**config.mk**
```make
export PLATFORM = sky130hd
export DESIGN_NAME = id_ex_pipe_reg
export DESIGN_NICKNAME = d
export VERILOG_FILES = /design/src/rtl/id_ex_pipe_reg.sv
export SDC_FILE = /design/constraint.sdc
export NUM_CORES = 1
export LEC_CHECK = 0
export CAP_MARGIN = 15
export CORE_AREA = 10 10 148 150
export DETAILED_ROUTE_END_ITERATION = 6
export DIE_AREA = 0 0 158 160
export PLACE_DENSITY = 0.77
export SLEW_MARGIN = 20
export SYNTH_ARGS = -nofsm -noshare
export SYNTH_HDL_FRONTEND = slang
export SYNTH_SLANG_ARGS = --single-unit
```
**constraint.sdc**
```tcl
create_clock -name clk -period 6.3 [get_ports clk]
set_clock_uncertainty 0.15 [all_clocks]
set_input_delay 1.26 -clock clk [delete_from_list [all_inputs] [get_ports clk]]
set_output_delay 1.26 -clock clk [all_outputs]
set_load 0.02 [all_outputs]
```
**src/rtl/id_ex_pipe_reg.sv**
```systemverilog
// ID/EX pipeline register with load-use hazard detection, bubble insertion,
// flush, downstream stall and a saturating bubble counter.
module id_ex_pipe_reg #(
  parameter int XLEN      = 32,
  parameter int IMM_W     = 64,
  parameter int REG_AW    = 5,
  parameter int ALUOP_W   = 5,
  parameter int CNT_W     = 16,
  parameter int HAZARD_EN = 1
) (
  input  logic               clk,
  input  logic               rst,
  input  logic               IF_ID_Valid,
  input  logic [XLEN-1:0]    IF_ID_PC,
  input  logic [XLEN-1:0]    IF_ID_read1_data,
  input  logic [XLEN-1:0]    IF_ID_read2_data,
  input  logic [IMM_W-1:0]   IF_ID_imm,
  input  logic [REG_AW-1:0]  IF_ID_RS1,
  input  logic [REG_AW-1:0]  IF_ID_RS2,
  input  logic [REG_AW-1:0]  IF_ID_RD,
  input  logic               IF_ID_UsesRS1,
  input  logic               IF_ID_UsesRS2,
  input  logic               CTRL_RegWrite,
  input  logic               CTRL_MemtoReg,
  input  logic               CTRL_MEM_MemWrite,
  input  logic               CTRL_MEM_MemRead,
  input  logic               CTRL_MEM_Branch,
  input  logic               CTRL_ALUSrc,
  input  logic [ALUOP_W-1:0] CTRL_ALUOp,
  input  logic               EX_Stall,
  input  logic               Flush,
  output logic               ID_EX_Valid,
  output logic [XLEN-1:0]    ID_EX_PC,
  output logic [XLEN-1:0]    ID_EX_read1_data,
  output logic [XLEN-1:0]    ID_EX_read2_data,
  output logic [IMM_W-1:0]   ID_EX_imm,
  output logic [REG_AW-1:0]  ID_EX_RS1,
  output logic [REG_AW-1:0]  ID_EX_RS2,
  output logic [REG_AW-1:0]  ID_EX_RD,
  output logic               ID_EX_RegWrite,
  output logic               ID_EX_MemtoReg,
  output logic               ID_EX_MemWrite,
  output logic               ID_EX_MemRead,
  output logic               ID_EX_Branch,
  output logic               ID_EX_ALUSrc,
  output logic [ALUOP_W-1:0] ID_EX_ALUOp,
  output logic               Hazard_Stall,
  output logic [CNT_W-1:0]   Bubble_Count
);

  logic               valid_q, valid_d;
  logic [XLEN-1:0]    pc_q, pc_d, rd1_q, rd1_d, rd2_q, rd2_d;
  logic [IMM_W-1:0]   imm_q, imm_d;
  logic [REG_AW-1:0]  rs1_q, rs1_d, rs2_q, rs2_d, rd_q, rd_d;
  logic               reg_write_q, reg_write_d, mem_to_reg_q, mem_to_reg_d;
  logic               mem_write_q, mem_write_d, mem_read_q, mem_read_d;
  logic               branch_q, branch_d, alu_src_q, alu_src_d;
  logic [ALUOP_W-1:0] alu_op_q, alu_op_d;
  logic [CNT_W-1:0]   cnt_q, cnt_d;

  logic rs1_match, rs2_match, load_use;

  // A load sitting in EX whose destination is a source the ID instruction really reads
  assign rs1_match = IF_ID_UsesRS1 && (IF_ID_RS1 == rd_q);
  assign rs2_match = IF_ID_UsesRS2 && (IF_ID_RS2 == rd_q);
  assign load_use  = (HAZARD_EN != 0) && valid_q && mem_read_q && (rd_q != '0) &&
                     IF_ID_Valid && (rs1_match || rs2_match);
  // A flushed ID instruction never needs the load result, so no stall
  assign Hazard_Stall = load_use && !Flush;

  // Next-slot selection: flush, then EX hold, then hazard bubble, then load
  always_comb begin
    valid_d      = valid_q;
    pc_d         = pc_q;
    rd1_d        = rd1_q;
    rd2_d        = rd2_q;
    imm_d        = imm_q;
    rs1_d        = rs1_q;
    rs2_d        = rs2_q;
    rd_d         = rd_q;
    reg_write_d  = reg_write_q;
    mem_to_reg_d = mem_to_reg_q;
    mem_write_d  = mem_write_q;
    mem_read_d   = mem_read_q;
    branch_d     = branch_q;
    alu_src_d    = alu_src_q;
    alu_op_d     = alu_op_q;
    cnt_d        = cnt_q;
    if (Flush || (!EX_Stall && Hazard_Stall)) begin
      // Bubble: kill valid and control, leave data fields as they were
      valid_d      = 1'b0;
      reg_write_d  = 1'b0;
      mem_to_reg_d = 1'b0;
      mem_write_d  = 1'b0;
      mem_read_d   = 1'b0;
      branch_d     = 1'b0;
      alu_src_d    = 1'b0;
      alu_op_d     = '0;
      if (!Flush && cnt_q != '1) begin
        cnt_d = cnt_q + CNT_W'(1);
      end
    end else if (!EX_Stall) begin
      valid_d      = IF_ID_Valid;
      pc_d         = IF_ID_PC;
      rd1_d        = IF_ID_read1_data;
      rd2_d        = IF_ID_read2_data;
      imm_d        = IF_ID_imm;
      rs1_d        = IF_ID_RS1;
      rs2_d        = IF_ID_RS2;
      rd_d         = IF_ID_RD;
      reg_write_d  = IF_ID_Valid && CTRL_RegWrite;
      mem_to_reg_d = IF_ID_Valid && CTRL_MemtoReg;
      mem_write_d  = IF_ID_Valid && CTRL_MEM_MemWrite;
      mem_read_d   = IF_ID_Valid && CTRL_MEM_MemRead;
      branch_d     = IF_ID_Valid && CTRL_MEM_Branch;
      alu_src_d    = IF_ID_Valid && CTRL_ALUSrc;
      alu_op_d     = IF_ID_Valid ? CTRL_ALUOp : '0;
    end
  end

  // Slot register with synchronous clear
  always_ff @(posedge clk) begin
    if (rst) begin
      valid_q      <= 1'b0;
      pc_q         <= '0;
      rd1_q        <= '0;
      rd2_q        <= '0;
      imm_q        <= '0;
      rs1_q        <= '0;
      rs2_q        <= '0;
      rd_q         <= '0;
      reg_write_q  <= 1'b0;
      mem_to_reg_q <= 1'b0;
      mem_write_q  <= 1'b0;
      mem_read_q   <= 1'b0;
      branch_q     <= 1'b0;
      alu_src_q    <= 1'b0;
      alu_op_q     <= '0;
      cnt_q        <= '0;
    end else begin
      valid_q      <= valid_d;
      pc_q         <= pc_d;
      rd1_q        <= rd1_d;
      rd2_q        <= rd2_d;
      imm_q        <= imm_d;
      rs1_q        <= rs1_d;
      rs2_q        <= rs2_d;
      rd_q         <= rd_d;
      reg_write_q  <= reg_write_d;
      mem_to_reg_q <= mem_to_reg_d;
      mem_write_q  <= mem_write_d;
      mem_read_q   <= mem_read_d;
      branch_q     <= branch_d;
      alu_src_q    <= alu_src_d;
      alu_op_q     <= alu_op_d;
      cnt_q        <= cnt_d;
    end
  end

  assign ID_EX_Valid      = valid_q;
  assign ID_EX_PC         = pc_q;
  assign ID_EX_read1_data = rd1_q;
  assign ID_EX_read2_data = rd2_q;
  assign ID_EX_imm        = imm_q;
  assign ID_EX_RS1        = rs1_q;
  assign ID_EX_RS2        = rs2_q;
  assign ID_EX_RD         = rd_q;
  assign ID_EX_RegWrite   = reg_write_q;
  assign ID_EX_MemtoReg   = mem_to_reg_q;
  assign ID_EX_MemWrite   = mem_write_q;
  assign ID_EX_MemRead    = mem_read_q;
  assign ID_EX_Branch     = branch_q;
  assign ID_EX_ALUSrc     = alu_src_q;
  assign ID_EX_ALUOp      = alu_op_q;
  assign Bubble_Count     = cnt_q;

endmodule

```
==> flow_summary_export.csv, run 1 <==
group,metric,value,unit
global_route,grt_max_degree,125,
cts,numClockSinks,203,
route,routedWlPerCell,18.0,um
setup_path,r2r_slack,3.44,ns
cts,cts-root-buf,"clkbuf_16",
global_route,grtUsageTotal,20.6,%
timing,fin_hold_ws,0.301,ns
cts,insertion_delay,0.50,ns
route,drt-total-wl,27600,um
global_route,antenna_found_initial,1,
route,ant_nets,0,
logic_synthesis,synth_common_cells,"359 x nand2_1, 203 x dfxtp_1, 186 x a21oi_1",
power,ir_drop,0.252,mV
setup_path,slowest_stage,"clkdlybuf4s50_1",
logic_synthesis,yosysSeqAreaShare,55.4,%
setup_path,r2r_end,"ID_EX_imm[4]",
logic_synthesis,synth_edf_count,0,
layout,syn_to_final_growth,65.4,%
route,drc,0,
layout,layout-drive-gt1-share,3.78,%
timing,min_period,4.68,ns
cts,cts_setup_buffers,0,
logic_synthesis,ys_ff_latch,203,
timing,final_hold_viol_count,0,
logic_synthesis,synth_ff_type,"dfxtp_1",
power,power.density,259,nW/um^2
cts,numCtsBuffers,24,
global_route,grt_pass1_vias,7402,
setup_path,cp_data_arrival_time,3.27,ns
timing,setup_violations,0,
logic_synthesis,synth.most_common_cell,"nand2_1",
global_route,grt_overflow,0,
floorplan,die_h,160,um
timing,drv_slew,0,
outcome,status,"finished, final reports clean",
setup_path,crit_top_cell,"clkdlybuf4s50_1",
cts,clkTransAtPathRegs,0.05,ns
timing,max_slew.worst_pin.slew,0.941,ns
layout,finish.net_count,1475,
cts,cts_resized,0,
setup_path,crit_path_max_incr_delay,0.60,ns
timing,slew_headroom,37.3,%
worst_hold_path,min_path_type,"reg2reg",
route,vias,7523,
placed_design,port_buffers,396,
floorplan,rows,51,
setup_path,worstPathRequired,4.89,ns
logic_synthesis,synth.avg_cell_area,7.98,sq um
setup_path,cp_cell_sequence,"clkdlybuf4s50_1 -> xnor2_1 -> nand4_1 -> o22ai_2 -> nand2_1 -> inv_1 -> clkdlybuf4s50_1",
timing,finalCritPeriodShare,74.3,%
setup_path,path_class,"in2out",
logic_synthesis,synth_top_area_cell,"dfxtp_1",
floorplan,design.core.area,19100,sq um
global_route,grt_pass1_wl,41800,um
setup_path,endpoint_kind,"primary output",
cts,htreeDepth,1,
job,max_cap_violations,0,
floorplan,start_util,38.4,%
cts,cts_tree,"yes",
placed_design,place_hpwl,20400,um
logic_synthesis,async_flop_share,0,%
route,first_pass_iters,5,
logic_synthesis,synth_cell_types,31,
route,drt_iter0_markers,444,
cts,postCtsHoldBufs,0,
setup_path,worstSetupStartpoint,"IF_ID_RS1[1]",
setup_path,worst-path-max-fanout,7,
floorplan,die_x,158,um
layout,final_area,12100,sq um
placed_design,place_congestion,0.844,
setup_path,r2r-start,"ID_EX_RD[0]",
setup_path,critPathCapture,"Hazard_Stall",
worst_hold_path,hold_start,"ID_EX_read2_data[5]",
logic_synthesis,syn_area,7330,sq um
logic_synthesis,synth_nets,1113,
timing,fmax,214,MHz
floorplan,die_area,25300,sq um
logic_synthesis,synth_cells,919,
placed_design,placed_cell_area,11300,sq um
setup_path,start_kind,"primary input",
power,leakage,4.32,nW
layout,final.fill_count,1644,
timing,rsz0062_at_grt,"false",
logic_synthesis,synthDominantCellAreaShare,55.4,%
logic_synthesis,yosys_warnings,0,
setup_path,worstRegToRegCells,7,
route,viasPerCell,4.90,
logic_synthesis,ys_top_cells_by_area,"dfxtp_1 55%, nand2_1 18%, a21oi_1 13%",
cts,cts_max_path_buffers,3,
floorplan,io_pins,397,
timing,final.setup.tns,0,ns
## layout make-up
type	instances	area, sq um	share of cell area, %
Antenna cell	1	2.50	0.0206
Clock buffer	37	749	6.18
Multi-Input combinational cell	647	2950	24.3
Timing Repair Buffer	401	4020	33.1
Clock inverter	5	38.8	0.320
Sequential cell	203	4060	33.5
Inverter	4	15.0	0.124
Tap cell	238	298	2.45
## state kept, by name (all words and copies together) (netlist names), 5 cells and up
register	flops
ID_EX_ALUOp	5
ID_EX_read1_data	32
ID_EX_RD	5
ID_EX_RS1	5
ID_EX_PC	32
Bubble_Count	16
ID_EX_imm	64
ID_EX_RS2	5
ID_EX_read2_data	32
## report_power, final
| part | switching (mW) | total, mW | internal [mW] |
|---|---|---|---|
| Combinational | 0.211 | 0.441 | 0.230 |
| Clock | 0.521 | 1.34 | 0.815 |
| Sequential | 0.0272 | 1.36 | 1.34 |
| Total | 0.759 | 3.14 | 2.38 |
## cells by family (layout without fill, tap and decap cells)
group | Yosys count | in the layout | share of synthesized area, %
adders and majority gates | 1 | 1 | 0.171
muxes | 1 | 1 | 0.137
AOI/OAI and AO/OA | 214 | 214 | 15.4
xor gates and xnor gates | 13 | 13 | 1.55
buffers and inverters | 69 | 447 | 4.59
other | 0 | 1 | 0
DFF | 203 | 203 | 55.4
and+or+nand+nor | 418 | 418 | 22.7
## placed cells by master, fill, tap and decap left out, drive strengths merged, types with 2 or more instances in the layout
cell           netlist  final
xnor2               10     10
nand2              359    359
clkinv               0      4
clkbuf              33     37
a22oi               12     12
buf                 32      6
xor2                 3      3
nor2                20     20
or3                  7      7
clkdlybuf4s50        0    395
inv                  4      4
nand3               11     11
a21oi              186    186
and3                 2      2
nor3                 2      2
or4                  7      7
o31ai                5      5
nand4                5      5
dfxtp              203    203
o21ai                8      8
## through the flow
step                setup slack (ns)  power [mW]  instances  utilization, %
floorplan                       2.86        1.57        919               -
global placement                1.67        1.83       1493            59.4
detailed placement              1.64        1.83       1493            59.4
CTS                             1.63        3.18       1535            63.6
global route                    1.54        3.28       1536            63.6
finish                          1.62        3.14       1536            63.6
## worst min-delay path by stage
| stage | end | slack (ns) | cells after the start |
|---|---|---|---|
| final | ID_EX_read2_data[5] | 0.30 | 2 |
| after global placement | ID_EX_imm[26] | 0.29 | 2 |
| after floorplan | ID_EX_read1_data[26] | 0.38 | 2 |
| after detailed placement | ID_EX_read1_data[12] | 0.30 | 2 |
| after CTS | ID_EX_read2_data[5] | 0.30 | 2 |
| after global routing | ID_EX_read1_data[12] | 0.31 | 2 |
## routing by layer
metal / global-route usage (%) / part of all wire [%] / vias up
met2: 33.7 / 46 / 334
met5: 0 / 0 / -
met1: 21.6 / 37 / 3397
met3: 10.4 / 13 / 57
li1: - / - / 3735
met4: 9.22 / 3.8 / 0
## worst max-delay path: cells and delay by family
kind                   cells  cell delay [ns]
AND/OR/NAND/NOR            2             0.29
AO/OA/AOI/OAI              1             0.40
XOR/XNOR                   1             0.14
buffers and inverters      3             1.17
No activity file was read; power rests on OpenSTA's default activity.
==> run 2: changes to the inputs <==
CORE_AREA = default   (was 10 10 148 150)
CORE_MARGIN = 10   (was default)
CORE_UTILIZATION = 35   (was default)
DIE_AREA = default   (was 0 0 158 160)
PLACE_DENSITY = 0.73   (was 0.77)
clock period = 4.09 ns   (was 6.3 ns; I/O delays follow)
==> run 2 against run 1 <==
  * Total power is 50% higher
  * Flip-flop and latch count stayed put
  * Final cell count is 2.3% higher
  * Die area is 7.4% higher
  * Utilization is 4.0 points lower
  * Hold slack better by 0.00084 ns
  * Via count is 0.28% higher
==> flow_summary_export.csv, run 2 (synthesized netlist as in run 1, its figures left out) <==
group,metric,value,unit
outcome,status,"finished, final reports clean",
floorplan,die_h,165,um
timing,fin_hold_ws,0.302,ns
cts,numClockSinks,203,
setup_path,worstRegToRegCells,7,
route,drt-total-wl,28900,um
placed_design,placed_cell_area,11500,sq um
setup_path,cp_data_arrival_time,2.68,ns
global_route,grt_max_degree,105,
setup_path,worst-path-max-fanout,2,
layout,final_area,12200,sq um
setup_path,crit_family,"buffers and inverters",
setup_path,critPathCapture,"Hazard_Stall",
setup_path,worstPathRequired,3.12,ns
floorplan,io_pins,397,
cts,numCtsBuffers,22,
setup_path,endpoint_kind,"primary output",
placed_design,place_hpwl,21500,um
layout,syn_to_final_growth,66.0,%
power,power.density,386,nW/um^2
timing,finalCritPeriodShare,89.1,%
cts,postCtsHoldBufs,0,
route,vias,7544,
floorplan,die_area,27100,sq um
setup_path,cp_num_buf_inv,3,
route,routedWlPerCell,18.4,um
worst_hold_path,min_path_type,"reg2reg",
layout,layout_common_cells,"395 x clkdlybuf4s50_1, 359 x nand2_1, 203 x dfxtp_1",
floorplan,rows,52,
cts,htreeDepth,1,
layout,num_antenna_cells,0,
setup_path,r2r_end,"Bubble_Count[15]",
setup_path,worstSetupStartpoint,"IF_ID_RS2[3]",
route,first_pass_iters,5,
global_route,antenna_found_initial,0,
route,ant_nets,0,
global_route,grt_overflow,0,
timing,max_slew.worst_pin.slew,0.864,ns
power,ir_drop,0.290,mV
setup_path,path_class,"in2out",
setup_path,start_kind,"primary input",
job,max_cap_violations,0,
cts,cts_resized,0,
timing,rsz0062_at_grt,"false",
timing,min_period,3.64,ns
cts,cts_setup_buffers,0,
placed_design,pre_cts_slack,0.441,ns
cts,clkTransAtPathRegs,0.06,ns
setup_path,crit_top_cell,"clkdlybuf4s50_1",
route,drc,0,
setup_path,r2r-start,"Bubble_Count[0]",
layout,largest_reg_flops,64,
layout,mostFrequentLayoutCell,"clkdlybuf4s50_1",
floorplan,start_util,35.9,%
placed_design,port_buffers,396,
setup_path,slowest_stage,"clkdlybuf4s50_1",
timing,setup_violations,0,
cts,insertion_delay,0.49,ns
setup_path,worst-path-stages,7,
timing,slew_headroom,42.3,%
cts,cts-root-buf,"clkbuf_16",
floorplan,design.core.area,20400,sq um
power,leakage,4.32,nW
route,drt_iter0_markers,499,
placed_design,numPlacedInstances,1531,
layout,final_util,59.6,%
cts,cts_max_path_buffers,3,
floorplan,die_x,165,um
layout,finish.net_count,1479,
route,viasPerCell,4.80,
power,p_total,4.70,mW
timing,final_hold_viol_count,0,
global_route,grt_pass1_wl,42100,um
layout,layout-drive-gt1-share,3.77,%
placed_design,place_congestion,0.830,
global_route,grt_pass1_vias,7291,
setup_path,crit_path_max_incr_delay,0.60,ns
setup_path,r2r_slack,1.42,ns
timing,final.setup.tns,0,ns
layout,stdcell_count,1571,
timing,fmax,274,MHz
global_route,grtUsageTotal,19.5,%
cts,cts_tree,"yes",
setup_path,cp_cell_sequence,"clkdlybuf4s50_1 -> xnor2_1 -> nand4_1 -> o22ai_2 -> nand2_1 -> inv_1 -> clkdlybuf4s50_1",
timing,drv_slew,0,
timing,worst_slack,0.446,ns
-- run 2: cell count changes in the layout (fill, tap and decap cells not counted), sizes merged --
| cell | change |
|---|---|
| buf | +6 |
| clkbuf | -2 |
| diode | -1 |
-- run 2: layout make-up --
| cell class | instances | area [sq um] |
|---|---|---|
| timing repair buffer | 407 | 4110 |
| inverter | 4 | 15.0 |
| sequential | 203 | 4060 |
| clock inverter | 5 | 27.5 |
| clock buffer | 35 | 671 |
| tap | 270 | 338 |
| fill | 1867 | 8260 |
| multi-input combinational | 647 | 2950 |
-- run 2: where the power goes --
group	total, mW	leakage [nW]	internal [mW]	switching, mW
registers	2.10	1.66	2.06	0.0426
logic	0.695	2.32	0.362	0.332
clock network	1.90	0.343	1.12	0.779
total	4.70	4.32	3.54	1.15
-- run 2: worst min path at each step --
stage | start | end | slack (ns) | depth (start not counted)
global placement | ID_EX_imm[38] | ID_EX_imm[38] | 0.29 | 2
detailed placement | ID_EX_read2_data[22] | ID_EX_read2_data[22] | 0.30 | 2
CTS | ID_EX_read2_data[22] | ID_EX_read2_data[22] | 0.30 | 2
floorplan | ID_EX_read1_data[26] | ID_EX_read1_data[26] | 0.38 | 2
finish | ID_EX_read2_data[22] | ID_EX_read2_data[22] | 0.30 | 2
global route | ID_EX_read2_data[2] | ID_EX_read2_data[2] | 0.32 | 2
-- run 2: worst reg2reg max path, cell delays in order, from the launching register on --
cell and delay [ns]:
dfxtp_1 0.35, ha_1 0.25, nand3_1 0.22, nor4_1 0.11
nor3_1 0.29, nand2_1 0.46, or4_1 0.61, a21oi_1 0.15
-- run 2: metal layers --
layer | vias to the layer above | global-route usage (%) | share of wire (%)
met5 | - | 0 | 0
met4 | 0 | 6.24 | 3.0
met3 | 44 | 8.24 | 12
met2 | 328 | 33.1 | 48
met1 | 3426 | 21.7 | 37
li1 | 3746 | - | -
==> run 3: changes to the inputs <==
GPL_TIMING_DRIVEN = 0   (was default)
==> run 3 against run 2 <==
  * Global-route usage rose by 1.7 points
  * Worst setup slack got worse by 0.15 ns
  * Highest routed layer unchanged
  * Flip-flop and latch count did not move
  * Register-to-register slack got worse by 0.12 ns
  * Clock power rose by 7%
  * Final cell count rose by 3.4%
  * Non-clock buffer count rose by 53
  * Sequential power barely moved
  * Routed wire length rose by 7.7%
  * Combinational power rose by 2.9%
  * Sequential share of layout area fell by 0.54 points
  * Utilization rose by 0.99 points
==> flow_summary_export.csv, run 3 (synthesized netlist as in run 1, its figures left out) <==
group,metric,value,unit
power,intPower,3.65,mW
floorplan,io_pins,397,
placed_design,place_hpwl,24500,um
cts,cts_max_path_buffers,3,
cts,cts_resized,0,
layout,num_antenna_cells,0,
power,power.switching,1.21,mW
route,wl_met2,15000,um
floorplan,die_x,165,um
route,viasPerCell,4.84,
global_route,grt_max_degree,13,
placed_design,place_congestion,0.847,
layout,largest_reg_flops,64,
worst_hold_path,min_path_type,"reg2reg",
job,max_cap_violations,0,
power,power.density,393,nW/um^2
route,vias,7873,
floorplan,start_util,35.9,%
route,routedWlPerCell,19.1,um
global_route,grt_pass1_wl,45100,um
global_route,grt_pass1_vias,7760,
route,highest_layer,"met4",
route,met3_length,3460,um
floorplan,design.core.area,20400,sq um
cts,cts_setup_buffers,0,
setup_path,endpoint_kind,"primary output",
cts,numCtsBuffers,23,
power,ir_drop,0.304,mV
power,combinationalPowerShare,14.7,%
placed_design,pre_cts_slack,0.276,ns
timing,final_hold_viol_count,0,
route,drc,0,
cts,htreeDepth,1,
floorplan,die_h,165,um
power,clkPwrFrac,42.0,%
outcome,status,"finished, final reports clean",
timing,slew_headroom,38.1,%
timing,final.setup.tns,0,ns
setup_path,worst-path-max-fanout,7,
global_route,grt_overflow,0,
route,drt-met1-wl,11700,um
timing,rsz0062_at_grt,"false",
timing,setup_violations,0,
layout,mostFrequentLayoutCell,"clkdlybuf4s50_1",
timing,finalCritPeriodShare,92.8,%
power,leakage,4.44,nW
cts,numClockSinks,203,
power,seqPwrFrac,43.3,%
route,ant_nets,0,
global_route,grtUsageTotal,21.2,%
setup_path,r2r_slack,1.30,ns
layout,finish.net_count,1533,
route,drt-total-wl,31100,um
setup_path,worstPathRequired,3.12,ns
cts,clkTransAtPathRegs,0.06,ns
setup_path,start_kind,"primary input",
timing,max_slew.worst_pin.slew,0.929,ns
layout,syn_to_final_growth,68.8,%
timing,fmax,263,MHz
route,first_pass_iters,5,
global_route,antenna_found_initial,0,
timing,min_period,3.80,ns
timing,drv_slew,0,
placed_design,port_buffers,395,
floorplan,die_area,27100,sq um
layout,final.fill_count,1815,
layout,layout_common_cells,"395 x clkdlybuf4s50_1, 359 x nand2_1, 203 x dfxtp_1",
floorplan,rows,52,
cts,insertion_delay,0.51,ns
cts,cts_tree,"yes",
cts,cts-root-buf,"clkbuf_16",
setup_path,path_class,"in2out",
power,swShare,25.0,%
route,drt_iter0_markers,505,
cts,postCtsHoldBufs,0,
layout,layout-drive-gt1-share,5.31,%
setup_path,cp_data_arrival_time,2.83,ns
timing,worst_slack,0.293,ns
==> run 3: changes by cell type in the layout (fill, tap and decap cells not counted), sizes merged <==
cell,change
buf,+20
bufinv,+1
clkbuf,+32
clkinv,+1
clkinvlp,-1
inv,+1
==> run 3: routing by layer <==
metal / track usage, % / vias to the layer above
li1: - / 3857
met5: 0 / -
met3: 7.99 / 54
met1: 23.1 / 3592
met4: 8.01 / 0
met2: 36.7 / 370
==> run 3: final cells by class <==
cell class                      count  area (sq um)  share of cell area [%]
Sequential cell                   203          4060                    32.8
Inverter                            4          15.0                   0.121
Tap cell                          270           338                    2.73
Clock buffer                       34           687                    5.55
Timing Repair Buffer              395          3950                    31.9
Clock inverter                      7          63.8                   0.516
Multi-Input combinational cell    647          2930                    23.7
Buffer                             65           322                    2.60
==> run 3: worst paths after layout <==
| path | startpoint | endpoint | cells past startpoint |
|---|---|---|---|
| hold / removal | ID_EX_imm[1] | ID_EX_imm[1] | 2 |
| setup reg to reg | ID_EX_RD[3] | ID_EX_imm[13] | 8 |
| setup / recovery | IF_ID_RS1[0] | Hazard_Stall | 7 |
| hold reg to reg | ID_EX_imm[1] | ID_EX_imm[1] | 2 |
==> run 3: critical path, stage by stage <==
cell	delay (ns)
clkdlybuf4s50_1	0.50
xnor2_1	0.16
nand4_1	0.14
o22ai_2	0.39
nand2_1	0.15
inv_1	0.07
clkdlybuf4s50_1	0.60
==> run 3: stage by stage <==
step	total power [mW]	hold WS, ns	area, sq um	utilization (%)	instances
after floorplan	2.43	0.383	7330	-	919
after global placement	2.86	0.290	11600	56.9	1584
after detailed placement	2.86	0.295	11600	56.9	1584
after CTS	4.91	0.303	12400	60.6	1625
after global routing	5.03	0.316	12400	60.6	1625
final	4.86	0.301	12400	60.6	1625
==> run 3: power groups by stage <==
stage	registers, mW	logic, mW	clock network (mW)
finish	2.10	0.715	2.04
global route	2.11	0.766	2.15
CTS	2.10	0.721	2.08
detailed placement	2.15	0.717	0
global placement	2.14	0.713	0
floorplan	2.24	0.184	0
